**config.mk**
```make
export PLATFORM = sky130hd
export DESIGN_NAME = ssds_scan_driver
export DESIGN_NICKNAME = d
export VERILOG_FILES = /design/src/rtl/ssds_pkg.sv /design/src/rtl/ssds_scan_driver.sv
export SDC_FILE = /design/constraint.sdc
export NUM_CORES = 1
export LEC_CHECK = 0
export ABC_AREA = 1
export BUFFER_PORTS_ARGS = -buffer_cell sky130_fd_sc_hd__buf_2
export CAP_MARGIN = 0
export CORE_UTILIZATION = 40
export CTS_CLUSTER_SIZE = 12
export DETAILED_ROUTE_END_ITERATION = 12
export GPL_TIMING_DRIVEN = 1
export HOLD_SLACK_MARGIN = 0.06
export PLACE_DENSITY = 0.63
export SLEW_MARGIN = 30
export SYNTH_ARGS = -nofsm -noshare
export SYNTH_HDL_FRONTEND = slang
export SYNTH_SLANG_ARGS = --single-unit
```
**constraint.sdc**
```tcl
create_clock -name clk -period 1.9 [get_ports clk]
set_input_delay 0.38 -clock clk [delete_from_list [all_inputs] [get_ports clk]]
set_output_delay 0.38 -clock clk [all_outputs]
set_load 0.01 [all_outputs]
```
**src/rtl/ssds_pkg.sv**
```systemverilog
// ssds_pkg: shared scan state, polarity helper and slot length for the SSD driver
package ssds_pkg;
  typedef enum logic [1:0] {IDLE, BLANK, DRIVE} scan_state_e;
  localparam bit ACTIVE_LOW_DEFAULT = 1'b1;
  function automatic int slot_len(input int clk_freq, input int scan_hz);
    return clk_freq / scan_hz;
  endfunction
  function automatic logic [6:0] off_level(input bit active_low);
    return active_low ? 7'h7F : 7'h00;
  endfunction
endpackage

```
**src/rtl/ssds_scan_driver.sv**
```systemverilog
// ssds_scan_driver: time-multiplexed 4-digit seven-segment scan with blanking and frame snapshot
module ssds_scan_driver
  import ssds_pkg::*;
#(
  parameter int CLK_FREQ     = 50_000_000,
  parameter int SCAN_HZ      = 1000,
  parameter int BLANK_CYCLES = 64,
  parameter int ACTIVE_LOW   = int'(ACTIVE_LOW_DEFAULT)
) (
  input  logic       clk,
  input  logic       rst,
  input  logic       en,
  input  logic [6:0] digit_0,
  input  logic [6:0] digit_1,
  input  logic [6:0] digit_2,
  input  logic [6:0] digit_3,
  input  logic [3:0] dots,
  output logic [6:0] seg_out,
  output logic       dot_out,
  output logic [3:0] digit_sel,
  output logic       frame_start
);
  localparam int SLOT = slot_len(CLK_FREQ, SCAN_HZ);
  localparam int CW = $clog2(SLOT);
  localparam logic [CW-1:0] BLANK_END = CW'(BLANK_CYCLES - 1);
  localparam logic [CW-1:0] SLOT_END = CW'(SLOT - 1);
  localparam logic [6:0] OFF = off_level(ACTIVE_LOW != 0);
  scan_state_e state_q, state_d;
  logic [CW-1:0] cnt_q, cnt_d;
  logic [1:0] idx_q, idx_d;
  logic [3:0][6:0] snap_q, snap_d;
  logic [3:0] snap_dot_q, snap_dot_d;
  logic frame_start_q, frame_start_d;
  logic [6:0] seg_out_q, seg_out_d;
  logic dot_out_q, dot_out_d;
  logic [3:0] digit_sel_q, digit_sel_d;
  logic load, drive;
  // next-state, snapshot capture and registered output values derived from the next state
  always_comb begin
    state_d = state_q;
    cnt_d = cnt_q;
    idx_d = idx_q;
    load = 1'b0;
    if (!en) begin
      state_d = IDLE;
      cnt_d = '0;
      idx_d = '0;
    end else begin
      case (state_q)
        IDLE: begin
          state_d = BLANK;
          cnt_d = '0;
          idx_d = '0;
          load = 1'b1;
        end
        BLANK: begin
          cnt_d = cnt_q + 1'b1;
          state_d = (cnt_q == BLANK_END) ? DRIVE : BLANK;
        end
        default: begin
          cnt_d = (cnt_q == SLOT_END) ? '0 : cnt_q + 1'b1;
          idx_d = (cnt_q == SLOT_END) ? idx_q + 2'd1 : idx_q;
          state_d = (cnt_q == SLOT_END) ? BLANK : DRIVE;
          load = (cnt_q == SLOT_END) && (idx_q == 2'd3);
        end
      endcase
    end
    snap_d = load ? {digit_3, digit_2, digit_1, digit_0} : snap_q;
    snap_dot_d = load ? dots : snap_dot_q;
    frame_start_d = load;
    drive = (state_d == DRIVE);
    seg_out_d = OFF ^ (drive ? snap_d[idx_d] : 7'd0);
    dot_out_d = OFF[0] ^ (drive & snap_dot_d[idx_d]);
    digit_sel_d = OFF[3:0] ^ (drive ? 4'(4'd1 << idx_d) : 4'd0);
  end
  // state, snapshot and output registers with asynchronous reset to the inactive display
  always_ff @(posedge clk or posedge rst) begin
    if (rst) begin
      state_q <= IDLE;
      cnt_q <= '0;
      idx_q <= '0;
      snap_q <= '0;
      snap_dot_q <= '0;
      frame_start_q <= 1'b0;
      seg_out_q <= OFF;
      dot_out_q <= OFF[0];
      digit_sel_q <= OFF[3:0];
    end else begin
      state_q <= state_d;
      cnt_q <= cnt_d;
      idx_q <= idx_d;
      snap_q <= snap_d;
      snap_dot_q <= snap_dot_d;
      frame_start_q <= frame_start_d;
      seg_out_q <= seg_out_d;
      dot_out_q <= dot_out_d;
      digit_sel_q <= digit_sel_d;
    end
  end
  assign seg_out = seg_out_q;
  assign dot_out = dot_out_q;
  assign digit_sel = digit_sel_q;
  assign frame_start = frame_start_q;
endmodule

```
# ---- Word-level counts from Yosys, hierarchy flattened
# Index checks and enable logic that the tools add are counted.
dict set report totals {
  regBits 65
  inputBits 35
  out_inout_bits 13
  wordCells 47
}
dict set report classes {
  n_addsub 2
  magnitude_cmp 1
  eq_ne 5
  shifts 1
  mux 20
  n_bitwise 4
  n_reduce_logical 2
}
# cell count
set op_table {}
lappend op_table {{$mux W16} 2}
lappend op_table {{$pmux W16 S2} 1}
lappend op_table {{$mux W28} 1}
lappend op_table {{$add A16 B1 Y16 const B} 1}
lappend op_table {{$eq A16 B16 Y1 const B} 1}
lappend op_table {{$eq A16 B6 Y1 const B} 1}
lappend op_table {{$bmux W7 S2} 1}
lappend op_table {{$mux W7} 2}
lappend op_table {{$mux W2} 5}
lappend op_table {{$mux W4} 2}
lappend op_table {{$pmux W2 S2} 2}
lappend op_table {{$not A7 Y7} 1}
lappend op_table {{$eq A2 B2 Y1 const B} 2}
lappend op_table {{$not A4 Y4} 1}
lappend op_table {{$shl A1 B2 Y4 const A} 1}
lappend op_table {{$lt A2 B3 Y1 const B} 1}
lappend op_table {{$add A2 B1 Y2 const B} 1}
lappend op_table {{$bmux W1 S2} 1}
lappend op_table {{$eq A2 B1 Y1 const B} 1}
lappend op_table {{$logic_not A2 Y1} 1}
lappend op_table {{$mux W1} 2}
lappend op_table {{$pmux W1 S2} 1}
lappend op_table {{$and A1 B1 Y1} 1}
lappend op_table {{$logic_and A1 B1 Y1} 1}
lappend op_table {{$not A1 Y1} 1}

# ---- Logic depth before layout (Yosys ltp)
# Gate-level depths: netlist of run 1.
dict set report depth {
  depth_word 9
  depth_mapped 14
  mapped_depth_nobuf 14
}

# ---- Worst setup path after synthesis of run 1
# Ideal clock, no wire load.
dict set report synth_path {
  kind {register -> register}
  start {register cnt_q[0]}
  end {register dot_out_q (netlist: dot_out)}
  setup_time_ps 88
  arrival_ps 1567
  t_required_ps 1812
  path_slack_ps 245
  stages_incl_launch_ff 13
  path_buffers 0
  synth_period_minus_slack_ps 1655
  cell_sequence {dfrtp_1 > ha_1 > nand2_1 > nor2_1 > nand2_1 > nor2_4 > nand3_1 > nand2_1 > nand2_1 > nor2_2 > nand2_1 > nand2_1 > o21ai_1}
}
dict set report synth_between {
  elab_chain_cells 9
  word_cells_on_any_way 18
  classes_between {eq/ne (3); mux (12); bitwise (2); reduce/logical (1)}
}
# item line_no
set synth_rtl {}
lappend synth_rtl {{from (decl)} ssds_scan_driver.sv:29} ;# logic [CW-1:0] cnt_q, cnt_d;
lappend synth_rtl {{from (signal assigned)} ssds_scan_driver.sv:90} ;# cnt_q <= cnt_d;
lappend synth_rtl {{$eq A16 B16 Y1} {ssds_scan_driver.sv:62, ssds_scan_driver.sv:63, ssds_scan_driver.sv:64}}
lappend synth_rtl {{$logic_and A1 B1 Y1} ssds_scan_driver.sv:64} ;# load = (cnt_q == SLOT_END) && (idx_q == 2'd3);
lappend synth_rtl {{$pmux W1 S2} ssds_scan_driver.sv:49} ;# case (state_q)
lappend synth_rtl {{$mux W1} ssds_scan_driver.sv:44} ;# if (!en) begin
lappend synth_rtl {{$mux W4} ssds_scan_driver.sv:69} ;# snap_dot_d = load ? dots : snap_dot_q;
lappend synth_rtl {{$bmux W1 S2} ssds_scan_driver.sv:73} ;# dot_out_d = OFF[0] ^ (drive & snap_dot_d[idx_d]);
lappend synth_rtl {{$mux W1 (implied by the code)} ssds_scan_driver.sv:73}
lappend synth_rtl {{$and A1 B1 Y1 *} ssds_scan_driver.sv:73}
lappend synth_rtl {{$not A1 Y1 (no source line) *} n/a}
lappend synth_rtl {{via dot_out_d} ssds_scan_driver.sv:35} ;# logic dot_out_q, dot_out_d;
lappend synth_rtl {{to (signal assigned)} ssds_scan_driver.sv:86} ;# dot_out_q <= OFF[0];
lappend synth_rtl {{to (signal assigned)} ssds_scan_driver.sv:96} ;# dot_out_q <= dot_out_d;
lappend synth_rtl {{to (decl)} ssds_scan_driver.sv:35}
# The timed path passes the listed nets; every way through them passes the cells marked *. The select of a mux whose other input is x is not followed.

# ---- Final worst setup path of run 1
dict set report layout_path {
  start {register cnt_q[0]}
  end {register dot_out_q (netlist: dot_out)}
}
dict set report layout_between {
  elab_chain_cells 9
  word_cells_on_any_way 18
  classes_between {eq/ne (3); mux (12); bitwise (2); reduce/logical (1)}
}
# item line_no
set layout_rtl {}
lappend layout_rtl {{$eq A16 B16 Y1} ssds_scan_driver.sv:64}
lappend layout_rtl {{$logic_and A1 B1 Y1} ssds_scan_driver.sv:64}
lappend layout_rtl {{$pmux W1 S2} ssds_scan_driver.sv:49}
lappend layout_rtl {{$mux W1} ssds_scan_driver.sv:44}
lappend layout_rtl {{$mux W4} ssds_scan_driver.sv:69}
lappend layout_rtl {{via snap_dot_d[0]} ssds_scan_driver.sv:32} ;# logic [3:0] snap_dot_q, snap_dot_d;
lappend layout_rtl {{$bmux W1 S2} ssds_scan_driver.sv:73}
lappend layout_rtl {{$mux W1 (implied by the code)} ssds_scan_driver.sv:73}
lappend layout_rtl {{$and A1 B1 Y1} ssds_scan_driver.sv:73}
lappend layout_rtl {{$not A1 Y1 (no source line)} n/a}
lappend layout_rtl {{via dot_out_d} ssds_scan_driver.sv:35}
# The timed path passes the listed nets, and every way through them passes these cells. The select of a mux whose other input is x is not followed.

==> results.json, run 1 <==
{
  "status": "finished with violations",
  "violations": "negative setup slack",
  "rsz0062_at_grt": "true",
  "final_layout_size_suffix_gt1_share_pct": 30.8,
  "ff2ff_setup_slack_ps": -90,
  "ys_seq_area_share_pct": 54.2,
  "ys.flop_type": "dfrtp_1",
  "diodes": 0,
  "async_flop_share_pct": 100,
  "worst_slew_pin_slew_ps": 492,
  "intPower_mw": 2.29,
  "r2r_cells": 13,
  "drtAntennaViolNets": 0,
  "cp-endpoint": "dot_out",
  "viasPerCell": 4.95,
  "critPathKind": "reg -> reg",
  "cts_hold_buffers": 0,
  "stdcell_area_mm2": 0.00398,
  "syn_area_per_cell_um2": 8.18,
  "leakagePower_nw": 1.97,
  "drt-pass1-iter-count": 5,
  "cts_root_buf": "clkbuf_8",
  "gr-total-overflow": 0,
  "max_freq_mhz": 503,
  "yosysTopAreaCell": "dfrtp_1",
  "wl_per_cell_um": 14.5,
  "grt_pass1_wl_um": 11800,
  "yosysTopAreaCellShare_pct": 43.8,
  "startpoint_type": "flip-flop",
  "worst_slack_ps": -87.5,
  "cts_buffer_depth": 2,
  "num_vias": 2739,
  "p_comb_share_pct": 11.0,
  "synth_edf_count": 0,
  "place_hpwl_um": 5020,
  "io_pins": 48,
  "chipWidth_um": 89.0,
  "r2r_end": "dot_out",
  "routed_wl_um": 7990,
  "relSlewSlack_pct": 67.2,
  "drt_iter0_drc": 171,
  "report.final.hold_viol_count": 0,
  "clk_latency_ps": 340,
  "syn_inst": 370,
  "worst-path-max-fanout": 6,
  "seq_power_share_pct": 49.1,
  "ys_warn_count": 0,
  "place_congestion": 0.785,
  "arrival_ps": 2260,
  "clock_sinks": 65,
  "port_buffers": 47,
  "placed_cells": 523,
  "finalMaxSlewViolations": 0,
  "first_global_vias": 2442,
  "hp-class": "in -> async",
  "cp-startpoint": "cnt_q[0]",
  "whs_ps": 126,
  "drc": 0,
  "tritoncts": "built",
  "die-height_um": 89.0,
  "rows": 31,
  "drv_cap": 0,
  "finClkSkew_ps": 12.9,
  "synth-seq-cells": 65,
  "p_switching_mw": 0.774,
  "fin_crit_ps": 1990,
  "initial_core_util_pct": 41.5,
  "sw_frac_of_total_pct": 25.3,
  "cts_made_buffers": 9,
  "netlist_area_mm2": 0.00303,
  "layout_worst_path_cycle_share_pct": 105,
  "fin_cells": 553,
  "cts.clk_slew.worst_paths_ps": 80,
  "grt_max_degree": 66,
  "final_cell_mix": "137 x nand2_1, 53 x dfrtp_1, 48 x buf_2, 44 x nand3_1, 26 x nor2_1",
  "rr_startpoint": "cnt_q[0]",
  "cp-end-kind": "flip-flop",
  "antenna_found_initial": 0,
  "final_common_cell": "nand2_1",
  "vdd_drop_max_v": 0.000380,
  "fp.dieArea_mm2": 0.00792,
  "crit_required_ps": 2170,
  "nets": 486,
  "core_area_mm2": 0.00729,
  "synthTopCellsByArea": "dfrtp_1 44%, nand2_1 18%, dfstp_2 10%",
  "cts_htree_levels": 3,
  "p_per_area_mw_per_mm2": 770,
  "place_ws_ps": -78.1,
  "power_mw": 3.06,
  "clockPowerShare_pct": 39.9,
  "setup_viol": 8,
  "area_delta_synth_final_pct": 31.4,
  "ys_types": 30,
  "track_usage_pct": 20.1,
  "place_area_mm2": 0.00347,
  "synth_fp_nets": 407
}
==> through the flow <==
stage | TNS (ps) | util [%]
CTS | 0 | 51.1
floorplan | 0 | -
global placement | -56.0 | 47.6
global route | -1100 | 54.5
detailed placement | -434 | 47.6
finish | -267 | 54.5
==> Yosys cell counts (2+ instances only) <==
cell type and count:
a21oi_1 7, inv_2 5, o21ai_1 8, nor3b_1 2, nor2_2 4, clkbuf_1 3, xnor2_1 2, nor3_1 3
xor2_1 3, ha_1 2, nand2_1 144, dfstp_2 12, nand4_1 3, nor4_1 2, inv_1 23, nand3_1 45
nand2_4 2, nor2_1 28, buf_6 3, buf_2 7, dfrtp_1 53
==> power by group through the flow <==
stage          Sequential, mW  Clock, mW  Combinational (mW)
3_5_place_dp             1.53          0               0.267
6_report                 1.50       1.22               0.337
2_1_floorplan            1.52          0               0.180
4_1_cts                  1.50       1.23               0.279
5_1_grt                  1.51       1.30               0.374
3_3_place_gp             1.52          0               0.262
==> repair_timing <==
action,in CTS,in global routing
endpoints found under the setup margin,9,11
gates cloned,1,6
pin swaps,1,4
hold endpoints to repair,0,0
resized for setup,11,25
setup buffers,0,7
==> worst min-delay path by stage <==
stage | to | slack [ps]
floorplan | cnt_q[0] | 430
global placement | snap_q[14] | 450
detailed placement | snap_q[6] | 460
CTS | snap_dot_q[3] | 130
global route | snap_dot_q[3] | 160
finish | snap_dot_q[3] | 130
==> cell type report <==
type / count / area, µm²
Clock buffer: 12 / 155
Timing Repair Buffer: 77 / 534
Inverter: 28 / 114
Sequential cell: 65 / 1640
Multi-Input combinational cell: 268 / 1360
Tap cell: 99 / 124
Fill cell: 706 / 3320
Clock inverter: 4 / 51.3
==> worst max-delay path, stage by stage, from the launching register on <==
cell       delay (ps)
dfrtp_1           360
ha_2              210
nand2_2            80
nor2_4            120
nand2_2            80
nor2_4            160
nand3_4           140
nand2_8           170
clkbuf_16         170
nand3_1            60
nand2_1           130
nand2_1            70
nand2_1            80
o21ai_1            70
==> per-layer routing <==
| layer | share of wire, % | global-route usage, % | up-vias |
|---|---|---|---|
| met2 | 47 | 30.7 | 82 |
| met5 | 0 | 0 | - |
| met3 | 4.4 | 3.32 | 13 |
| met1 | 47 | 28.4 | 1299 |
| met4 | 1.7 | 8.80 | 0 |
| li1 | - | - | 1345 |
==> cell families after synthesis <==
family	after synthesis	synth area share, %
adder cells (fa/ha/maj)	2	0.827
XOR/XNOR	5	1.45
AO/OA/AOI/OAI	19	3.35
flip-flops	65	54.2
buffers and inverters	41	6.12
AND/OR/NAND/NOR	238	34.0
==> sequential cells by signal, indices dropped and copies added, names as in the netlist <==
name and count:
snap_dot_q 4, idx_q 2, cnt_q 16, state_q 2
dot_out 1, frame_start 1, snap_q 28, seg_out 7
digit_sel 4
Power figures use the tool's default switching activity.
==> run 2: changes to the inputs <==
Settings changed: CORE_MARGIN set to 2.
==> results.json, run 2 (synthesis gave the netlist of run 1 again) <==
{
  "status": "finished with violations",
  "violations": "negative setup slack",
  "antenna_found_initial": 0,
  "clk_latency_ps": 340,
  "chipWidth_um": 91.0,
  "leakagePower_nw": 2.01,
  "setup_viol": 3,
  "fin_cells": 556,
  "final_common_cell": "nand2_1",
  "stdcell_area_mm2": 0.00407,
  "place_ws_ps": -82.6,
  "cp-startpoint": "cnt_q[1]",
  "cts_made_buffers": 9,
  "drt_iter0_drc": 162,
  "arrival_ps": 2170,
  "track_usage_pct": 18.7,
  "fp.dieArea_mm2": 0.00828,
  "startpoint_type": "flip-flop",
  "viasPerCell": 4.85,
  "cts_hold_buffers": 0,
  "grt_pass1_wl_um": 12200,
  "drtAntennaViolNets": 0,
  "finClkSkew_ps": 13.4,
  "cts.clk_slew.worst_paths_ps": 80,
  "r2r_end": "seg_out[2]",
  "nets": 489,
  "drt-pass1-iter-count": 5,
  "fill_cells": 689,
  "worst-path-max-fanout": 8,
  "rr_startpoint": "cnt_q[1]",
  "io_pins": 48,
  "cts_buffer_depth": 2,
  "tritoncts": "built",
  "die-height_um": 91.0,
  "largest_reg_flops": 28,
  "worst_slack_ps": -11.6,
  "max_freq_mhz": 523,
  "diodes": 0,
  "port_buffers": 47,
  "rows": 31,
  "relSlewSlack_pct": 64.6,
  "clock_sinks": 65,
  "layout_worst_path_cycle_share_pct": 101,
  "worst_slew_pin_slew_ps": 531,
  "drv_cap": 0,
  "first_global_vias": 2513,
  "finalMaxSlewViolations": 0,
  "num_vias": 2694,
  "final_cell_mix": "127 x nand2_1, 53 x dfrtp_1, 47 x buf_2, 39 x nand3_1, 28 x buf_4",
  "fin_crit_ps": 1910,
  "place_area_mm2": 0.00348,
  "drc": 0,
  "place_congestion": 0.861,
  "initial_core_util_pct": 41.5,
  "wl_per_cell_um": 14.2,
  "hp-class": "in -> async",
  "gr-total-overflow": 0,
  "final_layout_size_suffix_gt1_share_pct": 33.7,
  "critPathKind": "reg -> reg",
  "r2r_cells": 13,
  "cp-end-kind": "flip-flop",
  "cts_root_buf": "clkbuf_8",
  "vdd_drop_max_v": 0.000429,
  "core_area_mm2": 0.00729,
  "place_hpwl_um": 4870,
  "area_delta_synth_final_pct": 34.5,
  "grt_max_degree": 66,
  "crit_required_ps": 2160,
  "report.final.hold_viol_count": 0,
  "placed_cells": 523,
  "ff2ff_setup_slack_ps": -10,
  "top_register": "snap_q",
  "p_per_area_mw_per_mm2": 809,
  "cts_htree_levels": 3,
  "routed_wl_um": 7870,
  "rsz0062_at_grt": "true"
}
[run 2: cell types whose count changed in the layout (fill, tap and decap cells not counted), moves of 2 or more]
cell,change
clkbuf_8,-2
nand3_1,-5
bufinv_16,+2
nand2_2,+9
clkinv_4,+2
buf_4,+5
nand2_1,-10
nand3_2,+5
[run 2: worst max path at each step]
stage	cells past startpoint	to	slack (ps)
finish	13	seg_out[2]	-10
CTS	13	seg_out[3]	0.8
floorplan	12	dot_out	240
global route	13	dot_out	-170
global placement	8	cnt_q[13]	-50
detailed placement	8	cnt_q[13]	-80
[run 2: timing repair]
action	4_1_cts	5_1_grt
hold endpoints to repair	0	0
endpoints found under the setup margin	13	18
gates cloned	2	5
gates resized for setup	7	32
buffers inserted	0	10
pin swaps	1	24
[run 2: layer usage]
| layer | track usage, % | vias to the layer above | routed length, µm |
|---|---|---|---|
| met5 | 0 | - | 0 |
| met4 | 7.58 | 0 | 112 |
| met3 | 2.66 | 11 | 344 |
| met2 | 28.8 | 70 | 3740 |
| met1 | 26.6 | 1269 | 3680 |
| li1 | - | 1344 | - |
[run 2: where the power goes]
part | leakage [nW] | switching (mW) | internal [mW]
Sequential | 0.812 | 0.0295 | 1.48
Combinational | 1.08 | 0.212 | 0.147
Clock | 0.121 | 0.552 | 0.879
[run 2: cell type report]
cell class / instances / area [µm²] / share of cell area (%)
clock buffer: 10 / 128 / 3.14
clock inverter: 6 / 116 / 2.86
inverter: 28 / 114 / 2.80
multi-input combinational: 268 / 1380 / 34.0
sequential: 65 / 1640 / 40.3
tap: 99 / 124 / 3.04
timing repair buffer: 80 / 563 / 13.8
[run 2: metrics by stage]
step                hold slack (ps)  utilization, %  power [mW]  TNS (ps)
floorplan                       425               -        1.70         0
global placement                452            47.8        1.79      -105
detailed placement              457            47.8        1.79      -485
CTS                             132            52.0        3.24         0
global route                    152            55.8        3.44     -1540
finish                          106            55.8        3.29     -22.7
[run 2: critical path: stages (launching register included)]
cell       delay, ps
dfrtp_1          390
ha_4             160
nand2_2           60
nor2_2           130
nand2_2           70
nor2_4           160
nand3_4          110
nand2_8          180
clkbuf_16        190
nand3_1           70
nand2_1          120
nand2_1           50
nand2_1           80
o21ai_1           60
==> run 3: changes to the inputs <==
Settings changed: BUFFER_PORTS_ARGS -buffer_cell sky130_fd_sc_hd__buf_2 to not set, DONT_BUFFER_PORTS set to 1, PLACE_DENSITY 0.63 to 0.57, SKIP_CTS_REPAIR_TIMING set to 1, SLEW_MARGIN 30 to 20.
==> results.json, run 3 (synthesis gave the netlist of run 1 again) <==
{
  "layout_worst_path_cycle_share_pct": 102,
  "finClkSkew_ps": 10.9,
  "diodes": 0,
  "wl_met2_um": 3830,
  "grt_max_degree": 66,
  "cts_buffer_depth": 2,
  "track_usage_pct": 19.1,
  "clock_sinks": 65,
  "tritoncts": "built",
  "setup_viol": 8,
  "finalMaxSlewViolations": 0,
  "setup_tns_ps": -200,
  "stdcell_area_mm2": 0.00402,
  "report.final.hold_viol_count": 0,
  "place_hpwl_um": 4910,
  "core_area_mm2": 0.00729,
  "rsz0062_at_grt": "true",
  "wl_met1_um": 3720,
  "worst_slew_pin_slew_ps": 428,
  "first_global_vias": 2382,
  "port_buffers": 0,
  "clk_latency_ps": 350,
  "cts.clk_slew.worst_paths_ps": 80,
  "drv_cap": 0,
  "place_area_mm2": 0.00323,
  "violations": "negative setup slack",
  "place_congestion": 0.876,
  "cts_htree_levels": 3,
  "rows": 31,
  "cp-end-kind": "flip-flop",
  "max_freq_mhz": 516,
  "io_pins": 48,
  "viasPerCell": 5.08,
  "nets": 444,
  "fin_crit_ps": 1940,
  "relSlewSlack_pct": 71.5,
  "arrival_ps": 2200,
  "p_per_area_mw_per_mm2": 779,
  "initial_core_util_pct": 41.5,
  "largest_reg_flops": 28,
  "num_vias": 2592,
  "cts_made_buffers": 9,
  "status": "finished with violations",
  "fp.dieArea_mm2": 0.00828,
  "vdd_drop_max_v": 0.000549,
  "drtAntennaViolNets": 0,
  "hp-class": "in -> reg",
  "area_delta_synth_final_pct": 32.7,
  "fin_cells": 510,
  "cts_root_buf": "clkbuf_8",
  "final_cell_mix": "105 x nand2_1, 52 x dfrtp_1, 37 x nand2_2, 26 x nor2_1, 26 x buf_4",
  "crit_required_ps": 2160,
  "placed_cells": 472,
  "final_common_cell": "nand2_1",
  "leakagePower_nw": 1.86,
  "place_ws_ps": -124,
  "drc": 0,
  "top_register": "snap_q",
  "gr-total-overflow": 0,
  "final_layout_size_suffix_gt1_share_pct": 36.7,
  "top_layer": "met4",
  "critPathKind": "reg -> reg",
  "worst_slack_ps": -39.8,
  "startpoint_type": "flip-flop",
  "drt-pass1-iter-count": 4,
  "chipWidth_um": 91.0,
  "drt_iter0_drc": 156,
  "wl_per_cell_um": 16.3,
  "routed_wl_um": 8310,
  "worst-path-max-fanout": 8,
  "antenna_found_initial": 0,
  "die-height_um": 91.0,
  "grt_pass1_wl_um": 12300,
  "wl_met3_um": 626
}
[run 3: final timing paths]
path | start | end | slack (ps) | depth (start not counted)
max | cnt_q[1] | seg_out[2] | -40 | 13
min | digit_0[5] | snap_q[5] | 180 | 2
max reg2reg | cnt_q[1] | seg_out[2] | -40 | 13
min reg2reg | snap_q[25] | snap_q[25] | 470 | 2
max in group asynchronous | rst | seg_out[2] | 970 | 3
min in group asynchronous | rst | snap_q[26] | 600 | 3
[run 3: layout make-up]
type / count / area (µm²)
timing repair buffer: 34 / 335
timing repair inverter: 1 / 7.51
fill: 693 / 3280
clock buffer: 10 / 128
multi-input combinational: 268 / 1580
inverter: 28 / 114
clock inverter: 5 / 81.3
tap: 99 / 124
sequential: 65 / 1640
[run 3: stage by stage]
| step | hold WS [ps] | total power, mW | utilization (%) |
|---|---|---|---|
| 2_1_floorplan | 425 | 1.70 | - |
| 3_3_place_gp | 379 | 1.74 | 44.3 |
| 3_5_place_dp | 380 | 1.75 | 44.3 |
| 4_1_cts | 6.23 | 3.03 | 47.2 |
| 5_1_grt | 176 | 3.27 | 55.1 |
| 6_report | 175 | 3.13 | 55.1 |
[run 3: critical path, cell delays in order (launching register included)]
cell     delay (ps)
dfrtp_1         360
ha_2            200
nand2_2          70
nor2_4          120
nand2_2          70
nor2_4          180
nand3_4         170
nand2_8         160
buf_12          150
nand3_2          80
nand2_2          80
nand2_1          60
nand2_1          80
o21ai_1          70
[run 3: per-layer routing]
layer  GRT usage (%)  up-vias
li1                -     1260
met1            27.7     1244
met2            27.1       79
met3            5.81        9
met4            6.82        0
met5               0        -
[run 3: where the power goes]
group,switching [mW],internal [mW],total (mW)
Combinational,0.205,0.144,0.349
Sequential,0.0278,1.48,1.50
Clock,0.543,0.732,1.27
Total,0.775,2.35,3.13
